**src/rtl/mul_iter_unit.sv**
```systemverilog
// Iterative unsigned multiplier: repeated addition (MODE 0) or shift-and-add (MODE 1).
// A three-state FSM sequences a start/busy/done handshake around a 2*WIDTH product register.
module mul_iter_unit #(
    parameter int WIDTH = 16,
    parameter int MODE  = 0,
    parameter int SWAP  = 1
) (
    input  logic               clk,
    input  logic               rst,
    input  logic               start,
    input  logic [WIDTH-1:0]   a_in,
    input  logic [WIDTH-1:0]   b_in,
    output logic               busy,
    output logic               done,
    output logic [2*WIDTH-1:0] product
);

    localparam int PW = 2 * WIDTH;

    typedef enum logic [1:0] {
        S_IDLE = 2'd0,
        S_RUN  = 2'd1,
        S_DONE = 2'd2
    } state_t;

    state_t           r_state;
    state_t           w_next_state;
    logic [PW-1:0]    r_acc;
    logic [PW-1:0]    r_product;
    logic [WIDTH-1:0] r_cnt;
    logic             w_swap;
    logic [WIDTH-1:0] w_load_a;
    logic [WIDTH-1:0] w_load_b;
    logic             w_accept;

    // Counting down the smaller operand bounds the repeated-addition latency.
    assign w_swap   = (MODE == 0) && (SWAP != 0) && (b_in > a_in);
    assign w_load_a = w_swap ? b_in : a_in;
    assign w_load_b = w_swap ? a_in : b_in;
    assign w_accept = (r_state == S_IDLE) && start;

    // NOTE: sequential state uses non-blocking assignments so every register samples pre-edge values.
    always_ff @(posedge clk) begin
        if (rst) begin
            r_state <= S_IDLE;
        end else begin
            r_state <= w_next_state;
        end
    end

    // NOTE: defaults first so no path through the case leaves a variable unassigned (no latch).
    always_comb begin
        w_next_state = r_state;
        case (r_state)
            S_IDLE:  if (start) w_next_state = S_RUN;
            S_RUN:   if (r_cnt == '0) w_next_state = S_DONE;
            S_DONE:  w_next_state = S_IDLE;
            default: w_next_state = S_IDLE;
        endcase
    end

    always_comb begin
        busy = 1'b0;
        done = 1'b0;
        case (r_state)
            S_RUN:   busy = 1'b1;
            S_DONE: begin
                busy = 1'b1;
                done = 1'b1;
            end
            default: ;
        endcase
    end

    always_ff @(posedge clk) begin
        if (rst) begin
            r_acc     <= '0;
            r_cnt     <= '0;
            r_product <= '0;
        end else if (w_accept) begin
            r_acc     <= {{WIDTH{1'b0}}, w_load_a};
            r_cnt     <= w_load_b;
            r_product <= '0;
        end else if ((r_state == S_RUN) && (r_cnt != '0)) begin
            if (MODE == 0) begin
                r_product <= r_product + r_acc;
                r_cnt     <= r_cnt - 1'b1;
            end else begin
                if (r_cnt[0]) begin
                    r_product <= r_product + r_acc;
                end
                r_acc <= r_acc << 1;
                r_cnt <= r_cnt >> 1;
            end
        end
    end

    assign product = r_product;

endmodule

```
**config.mk**
```make
export PLATFORM = sky130hd
export DESIGN_NAME = mul_iter_unit
export DESIGN_NICKNAME = d
export VERILOG_FILES = /design/src/rtl/mul_iter_unit.sv
export SDC_FILE = /design/constraint.sdc
export NUM_CORES = 1
export LEC_CHECK = 0
export BUFFER_PORTS_ARGS = -buffer_cell sky130_fd_sc_hd__buf_2
export CAP_MARGIN = 20
export CORE_MARGIN = 4
export CORE_UTILIZATION = 59
export CTS_BUF_LIST = sky130_fd_sc_hd__clkbuf_8
export CTS_CLUSTER_DIAMETER = 200
export DETAILED_ROUTE_END_ITERATION = 8
export HOLD_SLACK_MARGIN = 0.15
export PLACE_DENSITY = 0.82
export SLEW_MARGIN = 0
export SYNTH_ARGS = -nofsm -noshare
export SYNTH_HDL_FRONTEND = slang
export SYNTH_SLANG_ARGS = --single-unit
```
**constraint.sdc**
```tcl
create_clock -name clk -period 6.99 [get_ports clk]
set_input_delay 0.699 -clock clk [delete_from_list [all_inputs] [get_ports clk]]
set_output_delay 0.699 -clock clk [all_outputs]
set_load 0.005 [all_outputs]
```
# Yosys cells after proc, flatten, opt, wreduce, memory -nomap -nowiden

Index checks and enable logic that the tools add are counted.

Register bits after elaboration: 66
Output and inout port bits: 34

Add/subtract/negate cells: 2
Order comparisons: 1
Eq/ne operators: 4
Muxes and demuxes: 9
Reductions and logical operators: 9

Operators by type and width:

| operator                                                             | number |
|---|---|
| 16-bit 2-to-1 mux                                                    | 4 |
| 32-bit by 16-bit adder with 32-bit output                            | 1 |
| 16-bit greater-than comparator                                       | 1 |
| 16-bit logical NOT                                                   | 1 |
| 16-bit nonzero test                                                  | 1 |
| 16-bit by 1-bit subtractor with 16-bit output, second input constant | 1 |
| 2-bit 2-to-1 mux                                                     | 2 |
| 2-bit != test, second input constant                                 | 2 |
| 2-bit one-hot mux with 2 select lines                                | 1 |
| 2-bit OR reduction                                                   | 2 |
| 2-bit by 1-bit == test with 1-bit output, second input constant      | 1 |
| 2-bit == test, second input constant                                 | 1 |
| 1-bit logical AND                                                    | 2 |
| 2-bit logical NOT                                                    | 1 |
| 1-bit 2-to-1 mux                                                     | 2 |
| 2-bit AND reduction                                                  | 1 |
| 2-bit nonzero test                                                   | 1 |

# Longest topological paths before layout

Depth in word-level cells: 4
Gate-level depth with buffers: 9
Mapped depth without buffers: 8

# Least setup slack after synthesis

Ideal clock, no wire load.

Path type: input-to-reg
From: in a_in[14]
To: reg r_cnt[14]
Setup time: 0.079 ns
Arrival time: 2.639 ns
Data required time: 6.911 ns
Setup slack: 4.272 ns
Stages on the path: 9
Path buffers: 1
Cell sequence: inv_1 -> ha_1 -> nand4_1 -> nor4_1 -> a21bo_2 -> a31oi_4 -> buf_6 -> mux2_1 -> a211oi_2

Cells in the longest elaborated chain, start to end: 3

RTL lines:

| what                           | line | source |
|---|---|---|
| from (decl)                    | 11   | `input logic [WIDTH-1:0] a_in,` |
| 16-bit greater-than comparator | 37   | `assign w_swap = (MODE == 0) && (SWAP != 0) && (b_in > a_in);` |
| 16-bit 2-to-1 mux *            | 39   | `assign w_load_b = w_swap ? a_in : b_in;` |
| 16-bit 2-to-1 mux *            | 80   | `end else if (w_accept) begin` |
| to (signal assigned)           | 82   | `r_cnt <= w_load_b;` |
| to (signal assigned)           | 87   | `r_cnt <= r_cnt - 1'b1;` |
| to (signal assigned)           | 93   | `r_cnt <= r_cnt >> 1;` |
| to (decl)                      | 30   | `logic [WIDTH-1:0] r_cnt;` |

Every way passes the cells marked *; elsewhere a longest branch is shown, timed or not.
A chain may end at the register's enable or synchronous reset.

# Worst setup path after layout

From: in a_in[14]
To: reg r_cnt[0]

Cells in the longest elaborated chain, start to end: 3

RTL lines:

| what                           | line |
|---|---|
| 16-bit greater-than comparator | 37 |
| 16-bit 2-to-1 mux              | 39 |
| 16-bit 2-to-1 mux              | 80 |

Every way passes these cells.

==> reports/metrics.cfg <==
[cts]
worst_skew_pair.late_latency_ns = 0.34
cts_resized = 0
cts-root-buf = clkbuf_8
cts_tree = built
post_cts.repair.setup_buffers = 0
ctsLongestPathBuffers = 2
worst_setup_hold_path_clk_slew_ns = 0.07
cts_buffers = 9
htreeDepth = 3
cts_num_sinks = 66
hold_buffers = 0

[critical_path]
cp-start-kind = input port
worstPathRequired_ns = 7.24
slowest_delay_ns = 0.57
crit_type = input port to register
crit_slowest_cell = buf_4
ff2ff_path_depth = 7
cp_num_cells = 10
crit_buf_inv = 3
crit_family = buffers and inverters
critPathMaxFanout = 51
setup.worst_path.end_class = register
crit_arrival_ns = 3.37
path_cells = buf_2, inv_1, ha_1, nand4_1, nor4_1, a21bo_2, a31oi_4, buf_4, mux2_2, a311oi_1

[power]
finalPower_mw = 1.19
power.density_mw_per_mm2 = 230
comb_power_share_pct = 31.8
switching_power_uw = 423
p_leak_nw = 2.23
pwr-share-seq_pct = 38.1
p_clk_share_pct = 30.1
switching_share_pct = 35.4
p_int_uw = 772
vdd_drop_max_uv = 156

[floorplan]
io_pins = 69
core_mm2 = 0.00769
die_area_mm2 = 0.00936
die_height_um = 96.8
num_rows = 32
die_x_um = 96.8
initial_core_util_pct = 60.5

[grt]
grt_pass1_wl_um = 19500
grt_use_total_pct = 25.0
grt-ovfl-total = 0
antenna_found_initial = 0
grt_max_degree = 66
grt_pass1_vias = 4212

[timing]
finalClockSkew_ns = 0.00724
finalHoldViolations = 0
tightest_slew_ns = 1.00
drv_slew = 0
max_clock_freq_mhz = 321
fin_ws_ns = 3.87
slew_headroom_pct = 33.2
finalSetupTns_ns = 0
holdWs_ns = 0.491
setup_violations = 0
timing.final.crit_share_pct = 44.6
min_period_ns = 3.12
rsz0062_at_grt = no

[synthesis]
avgSynthCellArea_um2 = 8.26
syn_inst = 563
synth.distinct_cells = 62
seq_area_frac_synth_pct = 28.4
synthesis.area_mm2 = 0.00465
synth_flop_cell = dfxtp_1
synth_edf_count = 0
async_flop_share_pct = 0
synth-warning-count = 0
yosys_register_bits = 66
synth_nets = 637

[cells_and_area]
synthToLayoutAreaGrowth_pct = 12.0
ff_latch_area_mm2 = 0.00132
design_area_mm2 = 0.00520
final_nets = 689
final_core_util_pct = 67.7
multi_input_area_mm2 = 0.00306
fill_cells = 651
drive_gt1_share_pct = 21.0
diodes = 0
stdcell_count = 722

[routing]
drt-initial-drc-count = 270
drc = 0
drt-vias-per-instance = 6.15
drtAntennaViolNets = 0
drt_pass1_iterations = 5
wl_per_cell_um = 16.3
routed_wl_um = 11800
dr_total_vias = 4441

[hold_path]
min_path_type = register to register
holdPathStages = 2

[place]
dp.cells = 706
placed_area_mm2 = 0.00499
gp_congestion = 0.909
dpl_worst_slack_ns = 3.58
port_buffers = 68
dp_hpwl_um = 8730

[status]
status = completed

[job]
drv_cap = 0

==> area by class of cell <==
class	count	area share [%]
clock inverter	6	1.56
timing repair buffer	71	6.97
multi-input combinational	437	58.8
inverter	30	2.16
tap	102	2.45
sequential	66	25.4
clock buffer	10	2.64
==> cells by family (layout without fill, tap and decap cells) <==
kind of cell / after synthesis / after routing / share of synthesized area (%)
and+or+nand+nor: 212 / 212 / 21.7
AOI/OAI and AO/OA: 148 / 148 / 25.0
DFF: 66 / 66 / 28.4
buffers and inverters: 60 / 117 / 5.76
adders and majority gates: 39 / 39 / 10.7
xor gates and xnor gates: 24 / 24 / 4.52
muxes: 14 / 14 / 3.96
==> worst paths after layout <==
path | start | endpoint | slack, ns
setup / recovery | a_in[14] | r_cnt[0] | 3.87
setup reg to reg | r_cnt[0] | product[28] | 4.11
hold reg to reg | product[14] | product[14] | 0.49
hold / removal | product[14] | product[14] | 0.49
==> flip-flops by register name, indices dropped and copies added, names as in the netlist <==
register and count:
product 32, r_acc 16, r_cnt 16, r_state 2
==> worst min-delay path, cell delays in order (launching register included) <==
cell	delay [ns]
dfxtp_1	0.33
nand3_1	0.07
o31ai_1	0.05
==> placed cells by master (no fill, tap or decap), types with 15 or more instances in the layout <==
cell type,netlist,layout
nor2_1,75,75
nor3_1,31,31
o21ai_0,25,25
a21oi_1,35,35
ha_1,38,38
nand3_1,19,19
dfxtp_1,66,66
xnor2_1,15,15
buf_2,4,68
a2111oi_2,16,16
nand2_1,38,37
a211oi_1,16,16
inv_1,30,31
==> power by group through the flow <==
stage	clock network, mW	registers [mW]	logic [mW]
floorplan	0	0.451	0.295
CTS	0.364	0.454	0.376
detailed placement	0	0.462	0.372
global placement	0	0.460	0.360
global route	0.381	0.458	0.421
finish	0.359	0.455	0.380
==> synth_stat cells, types with 9 or more instances <==
master	count	area, µm²
a21o_1	11	82.6
xnor2_1	15	131
nand2_1	38	143
a211oi_1	16	120
nor2_1	75	282
dfxtp_1	66	1320
xor2_1	9	78.8
a2111oi_2	16	240
nand3_1	19	95.1
o21ai_0	25	125
clkbuf_1	18	67.6
ha_1	38	475
inv_1	30	113
nor3_1	31	155
a21oi_1	35	175
==> layer usage <==
metal | track usage [%] | up-vias | share of wire, %
met3 | 4.11 | 35 | 5.2
met5 | 0 | - | 0
met4 | 11.2 | 0 | 3.0
met1 | 31.4 | 2096 | 44
met2 | 41.9 | 158 | 48
li1 | - | 2152 | -
Note: power is estimated with default switching activity, not from simulation.
